### src/rtl/sram_arb_pkg.sv
// sram_arb_pkg: master ids and SramReq_t/SramRsp_t pack/unpack helpers for the Sim_SRAM boundary
package sram_arb_pkg;
  typedef logic MasterId_t;
  localparam MasterId_t MASTER_IF = 1'b0;
  localparam MasterId_t MASTER_LSU = 1'b1;
  localparam int SRAM_ADDR_W = 32;
  localparam int SRAM_DATA_W = 64;
  typedef struct packed {
    logic valid;
    logic we;
    logic [SRAM_ADDR_W-1:0] addr;
    logic [SRAM_DATA_W-1:0] wdata;
    logic [SRAM_DATA_W/8-1:0] wstrb;
  } SramReq_t;
  typedef struct packed {
    logic valid;
    logic [SRAM_DATA_W-1:0] rdata;
  } SramRsp_t;
  function automatic SramReq_t pack_req(
    input logic valid,
    input logic we,
    input logic [SRAM_ADDR_W-1:0] addr,
    input logic [SRAM_DATA_W-1:0] wdata,
    input logic [SRAM_DATA_W/8-1:0] wstrb
  );
    return '{valid: valid, we: we, addr: addr, wdata: wdata, wstrb: wstrb};
  endfunction
  function automatic logic unpack_rsp_valid(input SramRsp_t r);
    return r.valid;
  endfunction
  function automatic logic [SRAM_DATA_W-1:0] unpack_rsp_rdata(input SramRsp_t r);
    return r.rdata;
  endfunction
endpackage

### src/rtl/sram_arb_tag_fifo.sv
// sram_arb_tag_fifo: 1-bit tag FIFO (clk, nRst, push/din, pop/dout, full, empty) with wrap-bit pointers
module sram_arb_tag_fifo #(
  parameter int DEPTH = 4
) (
  input  logic clk,
  input  logic nRst,
  input  logic push,
  input  logic pop,
  input  logic din,
  output logic dout,
  output logic full,
  output logic empty
);
  localparam int AW = $clog2(DEPTH);
  logic [AW:0] wp, rp;
  logic [DEPTH-1:0] mem;
  assign full = (wp[AW] != rp[AW]) && (wp[AW-1:0] == rp[AW-1:0]);
  assign empty = wp == rp;
  assign dout = mem[rp[AW-1:0]];
  always_ff @(posedge clk or negedge nRst)
    if (!nRst) begin
      wp <= '0;
      rp <= '0;
    end else begin
      wp <= push ? wp + (AW+1)'(1) : wp;
      rp <= pop ? rp + (AW+1)'(1) : rp;
    end
  always_ff @(posedge clk)
    if (push) mem[wp[AW-1:0]] <= din;
endmodule

### src/rtl/sram_arbiter.sv
// sram_arbiter: round-robin 2-master (M0 fetch, M1 load/store) to Sim_SRAM arbiter with in-order tag routing, oBusy and sticky oErr
module sram_arbiter
  import sram_arb_pkg::*;
#(
  parameter int ADDR_W = 32,
  parameter int DATA_W = 64,
  parameter int OUTSTANDING = 4
) (
  input  logic              clk,
  input  logic              nRst,
  input  logic              iM0ReqValid,
  input  logic              iM0ReqWe,
  input  logic [ADDR_W-1:0] iM0ReqAddr,
  input  logic [DATA_W-1:0] iM0ReqWdata,
  input  logic [DATA_W/8-1:0] iM0ReqWstrb,
  output logic              oM0ReqReady,
  output logic              oM0RspValid,
  output logic [DATA_W-1:0] oM0RspRdata,
  input  logic              iM1ReqValid,
  input  logic              iM1ReqWe,
  input  logic [ADDR_W-1:0] iM1ReqAddr,
  input  logic [DATA_W-1:0] iM1ReqWdata,
  input  logic [DATA_W/8-1:0] iM1ReqWstrb,
  output logic              oM1ReqReady,
  output logic              oM1RspValid,
  output logic [DATA_W-1:0] oM1RspRdata,
  output logic              oSramReqValid,
  output logic              oSramReqWe,
  output logic [ADDR_W-1:0] oSramReqAddr,
  output logic [DATA_W-1:0] oSramReqWdata,
  output logic [DATA_W/8-1:0] oSramReqWstrb,
  input  logic              iSramReqReady,
  input  logic              iSramRspValid,
  input  logic [DATA_W-1:0] iSramRspRdata,
  output logic              oBusy,
  output logic              oErr
);
  MasterId_t gnt, rr, head;
  logic full, empty, elig, acc, pop, err;
  assign elig = nRst && iSramReqReady && !full;
  assign gnt = (iM0ReqValid && iM1ReqValid) ? rr : iM1ReqValid;
  assign oSramReqValid = elig && (iM0ReqValid || iM1ReqValid);
  assign acc = oSramReqValid;
  assign oM0ReqReady = acc && gnt == MASTER_IF;
  assign oM1ReqReady = acc && gnt == MASTER_LSU;
  assign oSramReqWe = gnt == MASTER_LSU ? iM1ReqWe : iM0ReqWe;
  assign oSramReqAddr = gnt == MASTER_LSU ? iM1ReqAddr : iM0ReqAddr;
  assign oSramReqWdata = gnt == MASTER_LSU ? iM1ReqWdata : iM0ReqWdata;
  assign oSramReqWstrb = gnt == MASTER_LSU ? iM1ReqWstrb : iM0ReqWstrb;
  // A response with no tag outstanding is dropped and flagged instead of popped.
  assign pop = iSramRspValid && !empty;
  assign oM0RspValid = pop && head == MASTER_IF;
  assign oM1RspValid = pop && head == MASTER_LSU;
  assign oM0RspRdata = iSramRspRdata;
  assign oM1RspRdata = iSramRspRdata;
  assign oBusy = !empty;
  assign oErr = err;
  sram_arb_tag_fifo #(.DEPTH(OUTSTANDING)) u_fifo (
    .clk(clk),
    .nRst(nRst),
    .push(acc),
    .pop(pop),
    .din(gnt),
    .dout(head),
    .full(full),
    .empty(empty)
  );
  always_ff @(posedge clk or negedge nRst)
    if (!nRst) begin
      rr <= MASTER_IF;
      err <= 1'b0;
    end else begin
      rr <= acc ? ~gnt : rr;
      err <= err | (iSramRspValid && empty);
    end
endmodule

### config.mk
export PLATFORM = sky130hd
export DESIGN_NAME = sram_arbiter
export DESIGN_NICKNAME = d
export VERILOG_FILES = /design/src/rtl/sram_arb_pkg.sv /design/src/rtl/sram_arb_tag_fifo.sv /design/src/rtl/sram_arbiter.sv
export SDC_FILE = /design/constraint.sdc
export NUM_CORES = 1
export LEC_CHECK = 0
export BUFFER_PORTS_ARGS = -buffer_cell sky130_fd_sc_hd__buf_2
export CORE_AREA = 8 8 198 200
export DETAILED_ROUTE_END_ITERATION = 6
export DIE_AREA = 0 0 206 208
export SLEW_MARGIN = 20
export SYNTH_ARGS = -nofsm -noshare
export SYNTH_HDL_FRONTEND = slang
export SYNTH_SLANG_ARGS = --single-unit
### constraint.sdc
create_clock -name clk -period 3.7 [get_ports clk]
set_clock_uncertainty 0.05 [all_clocks]
set_input_delay 1.11 -clock clk [delete_from_list [all_inputs] [get_ports clk]]
set_output_delay 1.11 -clock clk [all_outputs]
set_load 0.005 [all_outputs]
## Yosys cells after proc, flatten, opt, wreduce, memory -nomap -nowiden

Cells that the tools add are included.

| word-level totals | value |
|---|---|
| bits in registers | 12 |
| latch bits | 0 |
| RAM bits | 0 |
| ROM bits | 0 |
| input port bits | 280 |
| output and inout port bits | 240 |
| word-level logic and storage cells | 41 |
| memories | 0 |

| operators by class | value |
|---|---|
| $add $sub $neg | 2 |
| $mul | 0 |
| divide/modulo/power cells | 0 |
| order comparisons | 3 |
| equality and inequality tests | 3 |
| shifts and indexed selects | 0 |
| mux-type cells | 10 |
| bitwise gates (word level) | 3 |
| reductions and logical operators | 15 |

Operators by type and width:

| cell | number |
|---|---|
| 64-bit 2-to-1 mux | 1 |
| 32-bit 2-to-1 mux | 1 |
| 1-bit logical AND | 12 |
| 8-bit 2-to-1 mux | 1 |
| 3-bit by 1-bit adder with 3-bit output, second input constant | 2 |
| 2-bit by 3-bit less-than comparator with 1-bit output, second input constant | 2 |
| 4-bit bitwise mux | 1 |
| 1-bit 2-to-1 mux | 4 |
| 3-bit equality test | 1 |
| 1-bit binary-select mux with 2-bit select | 1 |
| 1-bit demux with 2-bit select | 1 |
| 2-bit equality test | 1 |
| 2-bit by 1-bit >= comparator with 1-bit output, second input constant | 1 |
| 1-bit logical NOT | 2 |
| 1-bit inverter | 2 |
| 1-bit logical OR | 1 |
| 1-bit inequality test | 1 |
| 1-bit bitwise OR | 1 |

## Logic depth before layout (Yosys ltp)

| depth | value |
|---|---|
| depth in word-level cells | 6 |
| mapped depth | 5 |
| mapped depth without buffers | 4 |

## Cells and area by module

A second synthesis with hierarchy kept.

| second synthesis, totals | value |
|---|---|
| cells, all modules | 296 |
| area total of the unflattened synthesis | 3001.6 um2 |

Modules (own cells, without submodules):

| module | instances | cells an instance | area each (um2) | seq. area each (um2) |
|---|---|---|---|---|
| sram_arbiter | 1 | 261 | 2516.2 | 50.0 |
| sram_arb_tag_fifo | 1 | 35 | 485.5 | 270.3 |

## Worst setup path before layout

No wires, ideal clock.

| timing | value |
|---|---|
| path kind | input port to output port |
| start point | input iM0ReqValid |
| end point | output oSramReqWdata[62] |
| arrival | 2066 ps |
| required time | 2540 ps |
| setup slack | 474 ps |
| stages | 5 |
| buffers on the path | 2 |
| path through | inv_1 -> o21ai_2 -> buf_4 -> buf_6 -> mux2_2 |

| between the ends | value |
|---|---|
| word-level cells in the longest chain between the ends | 3 |

Ends and longest elaborated chain:

| element | RTL line | text |
|---|---|---|
| from (decl) | sram_arbiter.sv:11 | `input logic iM0ReqValid,` |
| 1-bit logical AND | sram_arbiter.sv:41 | `assign gnt = (iM0ReqValid && iM1ReqValid) ? rr : iM1ReqValid;` |
| 1-bit 2-to-1 mux | sram_arbiter.sv:41 |  |
| 64-bit 2-to-1 mux | sram_arbiter.sv:48 | `assign oSramReqWdata = gnt == MASTER_LSU ? iM1ReqWdata : iM0ReqWdata;` |
| to (decl) | sram_arbiter.sv:30 | `output logic [DATA_W-1:0] oSramReqWdata,` |

No other way between the ends.

## Final worst setup path

| timing | value |
|---|---|
| start point | input iM0ReqValid |
| end point | output oSramReqWdata[35] |

The elaborated chain is that of the path after synthesis.

==> out/metrics.yaml <==
grt:
  grt_pass1_vias: 3440
  grt_max_degree: 42
  track_usage: 0.07307
  overflow: 0
  grt_antenna_before_repair: 0
  grt_pass1_wl_mm: 23.27
sta:
  tightest_slew_ns: 0.5247
  setup_viol_count_final: 0
  period_needed_ns: 3.600
  post-route-period-util: 0.9730
  hold_violations: 0
  drv_slew: 0
  max_freq_ghz: 0.2778
  relSlewSlack: 0.6490
  setup_tns_ns: 0
  rsz0062_at_grt: "false"
cts:
  cts_sinks: 12
  clockBufferDepth: 2
  htreeDepth: 1
  cts-resized-gates: 0
  cts-buffers-inserted: 3
  ctsHoldBuffers: 0
  clk_pin_slew_ns: 0.04
  cts_setup_buffers: 0
  cts-root-buf: "clkbuf_16"
  cts_tree: "built"
  insertion_delay_ns: 0.24
die:
  start_util: 0.08041
  core_area_sq_mm: 0.03608
  die_w_um: 206
  pin_count: 520
  row_count: 70
  dieArea_sq_mm: 0.04285
  die_h_um: 208
placement:
  hpwl_mm: 15.37
  numPlacedInstances: 968
  numPortBuffers: 327
  gp_routability_congestion: 0.7851
worst_setup_path:
  critical-path-top-delay-family: "buffers and inverters"
  end_kind: "output port"
  start_kind: "input port"
  critPathMostFrequentCell: "buf_2"
  critical_path_buf_inv_count: 4
  crit_arrival_ns: 2.44
  cp_cell_sequence: "buf_2 -> inv_1 -> o21ai_4 -> buf_12 -> mux2_2 -> buf_2"
  cpPeakStageDelay_ns: 0.46
  crit_required_ns: 2.54
  crit_slowest_cell: "mux2_2"
  path_class: "in2out"
  cp_max_fo: 41
final_layout:
  areaGrowthSynthToFinish_pct: 49.03
  drive_gt1_frac: 0.9028
  stdcell_count: 972
  seqCellArea_sq_um: 320.3
  multi_input_area_sq_mm: 0.001538
  layout.nets: 790
  layout_common_cells: "327 x buf_2, 104 x mux2_2, 12 x buf_4"
  final_common_cell: "buf_2"
  antennaDiodeCount: 0
  fillerInstances: 4173
power:
  power.density_mw_per_mm2: 340.3
  total_power_mw: 1.471
  power_leakage_nw: 2.132
  vdd_ir_drop_max_mv: 0.3272
run_status:
  outcome: "finished clean"
synthesis:
  ys_seq_elements: 12
  syn-cell-area_sq_mm: 0.002902
  yosysWarnings: 0
  avgSynthCellArea_sq_um: 9.737
  synth_top_cell_by_area: "mux2_2"
  yosys-top-cells-area: "mux2_2 40%, buf_4 33%, dfrtp_1 6.9%"
  seq_area_frac_synth: 0.1104
  synth_fp_nets: 583
  netlist_instances: 298
  synth_cell_types: 31
  synth_top_area_frac: 0.4036
routing:
  vias: 2864
  via_per_inst: 2.947
  firstDrtPassIters: 4
  drc: 0
  drtIter0Drc: 71
  wl_per_cell_um: 17.07
  totalWireLength_mm: 16.59
  final_antenna_net_count: 0
run:
  cap_violations: 0
hold_path:
  hp-class: "reg2reg"
[logic make-up after synthesis]
logic type,after synthesis,share of synthesized area
DFF,12,0.1104
buffers and inverters,144,0.3622
and+or+nand+nor,11,0.02156
AOI/OAI and AO/OA,10,0.02976
xor gates and xnor gates,7,0.02372
adders and majority gates,5,0.02156
muxes,109,0.4308
[layout make-up]
type                       count  share of cell area
inverter                       4            0.003472
sequential                    12             0.07407
clock inverter                 1           0.0008681
tap                          468              0.1354
multi-input combinational    142              0.3556
timing repair buffer         342              0.4132
clock buffer                   3             0.01736
[cells in the mapped netlist]
library cell  number
buf_6              2
dfrtp_1            8
edfxtp_1           4
o31ai_1            1
nor2b_1            1
and3_1             1
o21a_1             1
nor3b_1            1
o2111ai_1          1
and2_1             4
mux2_1             2
nand2_1            1
inv_1              4
o211a_1            1
o311ai_0           1
a31o_2             1
or3_1              1
mux2_2           104
buf_2              9
ha_1               5
xor2_2             1
mux4_1             1
o31ai_2            1
xor2_1             2
nor2_1             2
a21oi_1            1
o21ai_2            1
o31a_1             1
buf_4            129
xnor2_1            4
mux2_4             2
[registers in the layout, indices dropped and copies added (netlist names)]
register and flops:
u_fifo.rp 3, u_fifo.wp 3, oErr 1, u_fifo.mem 4, rr 1
[stage by stage]
step                      instance area, sq um  utilization  hold slack, ns  setup slack (ns)
final                                     4324       0.1198          0.4087           0.09992
after global routing                      4324       0.1198          0.4227           0.04948
after CTS                                 4324       0.1198          0.4117           0.07594
after detailed placement                  4245       0.1176          0.4016           0.07846
after global placement                    4245       0.1176          0.4047           0.08151
after floorplan                           2902            -          0.4163            0.4738
[per-layer routing]
metal	track usage	up-vias	share of wire
li1	-	1308	-
met1	0.08042	1299	0.38
met5	0	-	0
met4	0.03378	0	0.042
met2	0.1233	185	0.48
met3	0.02641	72	0.099
[worst reg2reg max path, stage by stage (launching register included)]
cell and delay, ns:
dfrtp_1 0.43, xor2_1 0.48, o31a_1 0.36, buf_4 0.20, and2_1 0.15
[report_power, final]
| part | internal [mW] | switching (mW) |
|---|---|---|
| combinational | 0.552 | 0.463 |
| clock | 0.143 | 0.0590 |
| sequential | 0.190 | 0.0648 |
| total | 0.885 | 0.586 |
[worst paths after layout]
path                       depth (start not counted)  slack [ns]    startpoint                end
max                                                6         0.1   iM0ReqValid  oSramReqWdata[35]
min                                                1        0.41          oErr               oErr
max reg2reg                                        4        1.74  u_fifo.wp[1]      u_fifo.mem[1]
min reg2reg                                        1        0.41          oErr               oErr
max in group asynchronous                          2        2.73          nRst       u_fifo.wp[1]
min in group asynchronous                          2        0.73          nRst               oErr
Note: power is estimated with default switching activity, not from simulation.
